--- config.mk ---
export PLATFORM = sky130hd
export DESIGN_NAME = tmo_arb_ctrl
export DESIGN_NICKNAME = d
export VERILOG_FILES = /design/src/rtl/tmo_arb_pkg.sv /design/src/rtl/tmo_arb_ctrl_cbsce3q.sv /design/src/rtl/vote.sv /design/src/rtl/tmo_arb_ctrl.sv
export SDC_FILE = /design/constraint.sdc
export NUM_CORES = 1
export LEC_CHECK = 0
export ABC_AREA = 1
export CORE_ASPECT_RATIO = 0.7
export CORE_MARGIN = 5
export CORE_UTILIZATION = 35
export DETAILED_ROUTE_END_ITERATION = 8
export PLACE_DENSITY = 0.59
export SLEW_MARGIN = 20
export SYNTH_ARGS = -nofsm -noshare
export SYNTH_HDL_FRONTEND = slang
export SYNTH_HIERARCHICAL = 1
export SYNTH_SLANG_ARGS = --single-unit
--- constraint.sdc ---
create_clock -name CLK -period 5.85 [get_ports CLK]
set_clock_uncertainty 0.15 [all_clocks]
set_input_delay 1.755 -clock CLK [delete_from_list [all_inputs] [get_ports CLK]]
set_output_delay 1.755 -clock CLK [all_outputs]
set_load 0.01 [all_outputs]
--- src/rtl/tmo_arb_pkg.sv ---
// tmo_arb_pkg: shared state encodings, error-counter width and round-robin pick for tmo_arb_ctrl
package tmo_arb_pkg;
    typedef enum logic [1:0] {IDLE = 2'b00, RUN = 2'b01, DONE_S = 2'b10} arb_state_e;
    localparam int ERR_W = 8;
    // First set request at or above ptr, wrapping modulo n (n <= 8)
    function automatic logic [2:0] rr_pick(input logic [7:0] req, input logic [2:0] ptr, input int n);
        int idx;
        rr_pick = ptr;
        for (int i = 7; i >= 0; i--) begin
            idx = (int'(ptr) + i) % n;
            if (i < n && req[3'(idx)]) rr_pick = 3'(idx);
        end
    endfunction
endpackage

--- src/rtl/tmo_arb_ctrl_cbsce3q.sv ---
// cbsce3q: sync-reset counter with clear and enable, optionally triplicated and voted
module cbsce3q
    import tmo_arb_pkg::*;
#(
    parameter int Width = 8,
    parameter int TMR   = 0
) (
    input  logic             CLK,
    input  logic             RST,
    input  logic             CLR,
    input  logic             CE,
    output logic [Width-1:0] Q
);
    logic [Width-1:0] qn;
    always_comb qn = CLR ? '0 : CE ? Q + Width'(1) : Q;
    if (TMR != 0) begin : g_tmr
        logic [Width-1:0] c0, c1, c2;
        always_ff @(posedge CLK) begin
            c0 <= RST ? '0 : qn;
            c1 <= RST ? '0 : qn;
            c2 <= RST ? '0 : qn;
        end
        vote #(.W(Width)) u_vote (.a(c0), .b(c1), .c(c2), .y(Q));
    end else begin : g_one
        logic [Width-1:0] c0;
        always_ff @(posedge CLK) c0 <= RST ? '0 : qn;
        assign Q = c0;
    end
endmodule

--- src/rtl/vote.sv ---
// vote: bitwise two-of-three majority voter
module vote #(
    parameter int W = 1
) (
    input  logic [W-1:0] a,
    input  logic [W-1:0] b,
    input  logic [W-1:0] c,
    output logic [W-1:0] y
);
    assign y = (a & b) | (a & c) | (b & c);
endmodule

--- src/rtl/tmo_arb_ctrl.sv ---
// tmo_arb_ctrl: round-robin arbiter and timeout sequencer for a shared window counter
// Optional saturating timeout counter on TMO_ERRS when TMO_ARB_ERRCNT_EN is defined.
module tmo_arb_ctrl
    import tmo_arb_pkg::*;
#(
    parameter int Width = 8,
    parameter int NREQ  = 4,
    parameter int TMR   = 0
) (
    input  logic             CLK,
    input  logic             RST,
    input  logic [NREQ-1:0]  REQ,
    input  logic [Width-1:0] LEN,
    input  logic             ABORT,
    output logic [NREQ-1:0]  GNT,
    output logic             BUSY,
    output logic             DONE,
    output logic             TMO,
    output logic [Width-1:0] CNT,
    output logic [ERR_W-1:0] TMO_ERRS
);
    typedef struct packed {
        arb_state_e       st;
        logic [2:0]       win;
        logic [2:0]       ptr;
        logic [Width-1:0] lim;
        logic             tmo;
`ifdef TMO_ARB_ERRCNT_EN
        logic [ERR_W-1:0] errs;
`endif
    } regs_t;

    regs_t rv, rn;
    logic clr, ce, held, expire;
    logic [2:0] adv;
    logic [NREQ-1:0] gnt_v;
    logic [Width-1:0] cnt;

    assign gnt_v = NREQ'(1) << rv.win;

    always_comb begin
        held   = |(REQ & gnt_v);
        expire = cnt == rv.lim - Width'(1);
        adv    = (rv.win == 3'(NREQ - 1)) ? 3'd0 : rv.win + 3'd1;
        rn     = rv;
        clr    = 1'b0;
        ce     = 1'b0;
        case (rv.st)
            RUN: begin
                if (ABORT) begin
                    rn.st  = IDLE;
                    rn.ptr = adv;
                    clr    = 1'b1;
                end else begin
                    rn.st  = (expire || !held) ? DONE_S : RUN;
                    rn.tmo = expire;
                    ce     = !expire;
                end
            end
            DONE_S: begin
                rn.st  = IDLE;
                rn.ptr = adv;
                clr    = ABORT;
`ifdef TMO_ARB_ERRCNT_EN
                rn.errs = (rv.tmo && rv.errs != '1) ? rv.errs + ERR_W'(1) : rv.errs;
`endif
            end
            default: begin
                rn.st = IDLE;
                if (|REQ) begin
                    rn.st  = RUN;
                    rn.win = rr_pick(8'(REQ), rv.ptr, NREQ);
                    rn.lim = (LEN == '0) ? Width'(1) : LEN;
                    rn.tmo = 1'b0;
                    clr    = 1'b1;
                end
            end
        endcase
    end

    // Every copy loads the voted next value, so a single upset heals at the next edge
    if (TMR != 0) begin : g_tmr
        regs_t r0, r1, r2;
        always_ff @(posedge CLK) begin
            r0 <= RST ? '0 : rn;
            r1 <= RST ? '0 : rn;
            r2 <= RST ? '0 : rn;
        end
        vote #(.W($bits(regs_t))) u_vote (.a(r0), .b(r1), .c(r2), .y(rv));
    end else begin : g_one
        regs_t r0;
        always_ff @(posedge CLK) r0 <= RST ? '0 : rn;
        assign rv = r0;
    end

    cbsce3q #(.Width(Width), .TMR(TMR)) u_cnt (
        .CLK(CLK),
        .RST(RST),
        .CLR(clr),
        .CE (ce),
        .Q  (cnt)
    );

    assign GNT  = (rv.st == RUN) ? gnt_v : '0;
    assign BUSY = rv.st == RUN || rv.st == DONE_S;
    assign DONE = rv.st == DONE_S;
    assign TMO  = rv.tmo;
    assign CNT  = cnt;
`ifdef TMO_ARB_ERRCNT_EN
    assign TMO_ERRS = rv.errs;
`else
    assign TMO_ERRS = '0;
`endif
endmodule
### After elaboration in Yosys (flattened, before gate mapping)

Cells that the tools add are included.

* bits of input ports: 15
* output and inout port bits: 23
* register bits after elaboration: 25
* logic and storage cells: 78

* equality and inequality tests: 6
* multiplexer cells: 32
* $lt $le $gt $ge: 4
* bitwise logic cells: 6
* add/subtract/negate cells: 6
* reductions and logical operators: 17
* shift operators: 1

Operators by type and width (number)
* 2-to-1 mux 3 bit: 6
* less-than comparator 3 x 5 -> 1 bit (second input constant): 3
* 2-to-1 mux 1 bit: 13
* OR reduction 2 bit: 5
* binary-select mux 1 bit (select 3 bit): 3
* adder 8 x 1 -> 8 bit (second input constant): 1
* == test 8 bit: 1
* logical NOT 8 bit: 1
* 2-to-1 mux 4 bit: 2
* 2-to-1 mux 8 bit: 1
* OR reduction 4 bit: 2
* subtractor 8 x 1 -> 8 bit (second input constant): 1
* case mux 3 bit (2 select lines): 1
* adder 2 bit (second input constant): 2
* bitwise AND 4 bit: 1
* less-than comparator 2 x 4 -> 1 bit (second input constant): 1
* 2-to-1 mux 2 bit: 2
* inequality test 2 bit (second input constant): 2
* case mux 1 bit (2 select lines): 2
* case mux 2 bit (2 select lines): 1
* AND reduction 2 bit: 2
* nonzero test 2 bit: 2
* << shifter 1 x 3 -> 4 bit (first input constant): 1
* adder 3 x 1 -> 3 bit (second input constant): 1
* other kinds (10): 15

### Depth between registers and ports, before layout

* depth in word-level cells: 12
* mapped depth: 17
* mapped depth without buffers: 17

### Hierarchy

The synthesis kept the hierarchy.

Modules (own cells, without submodules)
* tmo_arb_ctrl: cells each 199, times used 1, seq. area each 320.3 µm², area each 1261.2 µm²
* cbsce3q: cells each 50, times used 1, seq. area each 160.2 µm², area each 362.8 µm²

### Worst setup path before layout

OpenSTA, ideal clock, no wires.

* path kind: in2reg
* start: in REQ[2]
* end: reg u_cnt.g_one.c0[0], in the netlist u_cnt/Q[0]
* buffers on the path: 1
* path slack: 2.809 ns
* stages: 8
* data arrival time: 2.821 ns
* path through: inv_1 -> nand4_1 -> nand2_1 -> buf_2 -> o21ai_0 -> nor2_1 -> o21ai_0 -> a21oi_1

* word-level cells in the longest chain between the ends: 4

RTL lines
* start, declared: line tmo_arb_ctrl.sv:12 `input logic [NREQ-1:0] REQ,`
* OR reduction 4 bit: line tmo_arb_ctrl.sv:70 `if (|REQ) begin`
* 2-to-1 mux 1 bit: line tmo_arb_ctrl.sv:70
* case mux 1 bit (2 select lines): line tmo_arb_ctrl.sv:48 `case (rv.st)`
* net clr: line tmo_arb_ctrl.sv:34 `logic clr, ce, held, expire;`
* OR reduction 2 bit (no line)
* end signal, assigned: line tmo_arb_ctrl_cbsce3q.sv:26 `always_ff @(posedge CLK) c0 <= RST ? '0 : qn;`
* end, declared: line tmo_arb_ctrl_cbsce3q.sv:25 `logic [Width-1:0] c0;`

The timed path passes the listed nets, and every way through them passes these cells.
A chain may end at the register's enable or synchronous reset.

### Worst setup path after layout

* start: reg g_one.r0[16] in the netlist's numbering
* end: out GNT[3]

* word-level cells in the longest chain between the ends: 2

RTL lines
* start, declared: line tmo_arb_ctrl.sv:91 `regs_t r0;`
* start signal, assigned: line tmo_arb_ctrl.sv:92 `always_ff @(posedge CLK) r0 <= RST ? '0 : rn;`
* == test 2 x 1 -> 1 bit: line tmo_arb_ctrl.sv:104 `assign GNT = (rv.st == RUN) ? gnt_v : '0;`
* 2-to-1 mux 4 bit: line tmo_arb_ctrl.sv:104
* end, declared: line tmo_arb_ctrl.sv:15 `output logic [NREQ-1:0] GNT,`

No other way between the ends.

==> flow_summary.ini <==
[sta]
clock.fmax_mhz = 274
finalSetupTns_ns = 0
finalHoldViolCount = 0
rsz0062_at_grt = false
slew_violations = 0
fin_crit_ns = 3.66
hold_slack_ns = 0.343
setup-violations-final = 0
finalCritPeriodShare_pct = 62.5

[route]
wl_per_cell_microns = 11.6
routed_wl_microns = 3860
drtAntennaViolNets = 0
via_per_inst = 4.67
initialDrtViolationCount = 78
drtPass1Iterations = 6
num_vias = 1556
drc_errors = 0

[placement]
gp_congestion = 0.799
placed_area_sq_um = 1940
port-buffer-count = 29
hpwl_microns = 3150

[status]
outcome = finished, final reports clean

[power]
total_power_mw = 0.426
pwr-share-seq_pct = 43.8
clockPowerShare_pct = 22.6
p_leak_nw = 0.874
power_switching_mw = 0.147
p_sw_share_pct = 34.6
power.density_nw_per_um2 = 215
vdd_drop_max_uv = 108
internal_power_mw = 0.279
combPwrFrac_pct = 33.6

[floorplan]
io_pins = 38
die_w_microns = 91.4
initial_utilization_pct = 36.9
fp.coreArea_sq_um = 4400
fp.dieH_microns = 67.0
die-area_sq_um = 6120
rows = 20

[cts]
tritoncts = done
cts_num_sinks = 24
ctsResizeCount = 0
path_clk_slew_ns = 0.08
clk-insertion-delay-late_ns = 0.26
post_cts_buffers = 0
cts_hold_repair.buffers = 0
cts_root_buf = clkbuf_8
cts_buffers = 3
clock_path_buffers = 2
htreeDepth = 1

[critical_path]
cp-end-kind = primary output
required_ns = 3.94
cp_slowest_stage_delay_ns = 0.57
cp_data_arrival_time_ns = 1.75
crit_type = flip-flop to primary output
cp-start-kind = flip-flop
cpMaxStageDelayCell = clkdlybuf4s50_1
reg2reg_depth = 15
worst-path-max-fanout = 6
path_buf_inv = 3
cp.depth = 5
critical_path.cell_chain = inv_1, ha_1, inv_1, nor3_1, clkdlybuf4s50_1
path_delay_family = buffers and inverters
cp_common_cell = inv_1

[cells_and_area]
syn_to_final_growth_pct = 22.0
post-route-util_pct = 45.0
drive_gt1_share_pct = 5.04
fillers = 450
layout.nets = 303
fin_area_sq_um = 1980
insertedDiodeCount = 0

[synth]
ys_types = 30
syn_avg_cell_area_sq_um = 6.52
netlist_area_sq_um = 1620
seq_area_frac_synth_pct = 29.6
syn_inst = 249
synth-seq-cells = 24
yosysWarnings = 6

[global_routing]
antenna_found_initial = 0
grt_overflow = 0
grt_pass1_vias = 1332
grt_max_degree = 17
grt_pass1_wl_microns = 6440
track_usage_pct = 13.2

[run]
drv_cap = 0

[min_path]
hold_depth = 2
min_path_type = flip-flop to flip-flop
==> power by group through the flow <==
stage                     Clock [mW]  Sequential (mW)  Combinational [mW]
after detailed placement           0            0.191               0.142
after global placement             0            0.191               0.143
after floorplan                    0            0.188               0.106
after global routing           0.106            0.189               0.163
after CTS                     0.0999            0.187               0.143
final                         0.0962            0.187               0.143
==> worst min-delay path, delay by kind of cell (launching register included) <==
family                 cells  cell delay (ns)
AO/OA/AOI/OAI              1             0.06
buffers and inverters      1             0.07
flip-flops                 1             0.32
==> path summary, 6_finish.rpt <==
check	startpoint	endpoint	slack, ns
max	g_one.r0[16]	GNT[3]	2.19
min	g_one.r0[2]	g_one.r0[2]	0.34
max reg2reg	g_one.r0[1]	u_cnt/Q[4]	3.26
min reg2reg	g_one.r0[2]	g_one.r0[2]	0.34
==> flip-flops by register name, summed over array words and instances, names as in the netlist <==
register	count
TMO	1
g_one.r0	15
u_cnt/Q	8
==> cells by family (layout without fill, tap and decap cells) <==
group	after synthesis	count (layout)	synth area share [%]
AOI/OAI and AO/OA	48	48	15.7
buffers and inverters	49	71	13.3
other	1	8	0.231
xor gates and xnor gates	9	9	4.85
and+or+nand+nor	110	110	30.2
adders and majority gates	8	8	6.16
DFF	24	24	29.6
==> cells in the mapped netlist <==
cell type / count / share of area [%]
a211oi_1: 1 / 0.46
a21boi_1: 1 / 0.46
a21oi_1: 18 / 5.5
a21oi_2: 1 / 0.54
a31oi_1: 2 / 0.77
buf_2: 1 / 0.31
buf_4: 8 / 3.7
clkbuf_1: 1 / 0.23
conb_1: 1 / 0.23
dfxtp_1: 24 / 30
ha_1: 8 / 6.2
inv_1: 38 / 8.8
inv_2: 1 / 0.23
nand2_1: 54 / 12
nand2_2: 4 / 1.5
nand3_1: 14 / 4.3
nand3_2: 2 / 1.2
nand3b_1: 1 / 0.46
nand4_1: 3 / 1.2
nor2_1: 24 / 5.5
nor2_2: 1 / 0.39
nor2_4: 2 / 1.4
nor3_1: 3 / 0.92
nor4_1: 2 / 0.77
o21ai_0: 22 / 6.8
o21ai_1: 1 / 0.31
o21bai_1: 1 / 0.46
o22ai_1: 1 / 0.39
xnor2_1: 4 / 2.2
xor2_1: 5 / 2.7
==> cell type report <==
| class | instances | area (sq um) | share of cell area [%] |
|---|---|---|---|
| clock buffer | 3 | 41.3 | 2.08 |
| inverter | 39 | 146 | 7.39 |
| multi-input combinational | 183 | 955 | 48.2 |
| sequential | 24 | 480 | 24.2 |
| tap | 55 | 68.8 | 3.47 |
| timing repair buffer | 29 | 290 | 14.6 |
==> routing by layer <==
layer  share of wire [%]  vias up  GRT usage, %
met5                   0        -             0
met4                0.78        0          3.30
met3                 6.4        4          3.72
met2                  37       38          17.1
met1                  56      674          20.5
li1                    -      840             -
==> layout by cell type (no fill, tap or decap), drive strengths merged <==
| cell | count |
|---|---|
| nand3 | 16 |
| nor3 | 3 |
| a21oi | 19 |
| clkbuf | 3 |
| a21boi | 1 |
| a211oi | 1 |
| clkdlybuf4s50 | 29 |
| nand4 | 3 |
| xnor2 | 4 |
| a31oi | 2 |
| nor2 | 27 |
| inv | 39 |
| nor4 | 2 |
| o21ai | 23 |
| o21bai | 1 |
| nand3b | 1 |
| ha | 8 |
| o22ai | 1 |
| dfxtp | 24 |
| xor2 | 5 |
| conb | 8 |
| nand2 | 58 |
==> metrics by stage <==
stage	cells	setup WS, ns
3_5_place_dp	330	1.99
6_report	333	2.19
3_3_place_gp	330	2.11
4_1_cts	333	2.16
2_1_floorplan	256	2.81
5_1_grt	333	2.04
No activity file was read; power rests on OpenSTA's default activity.
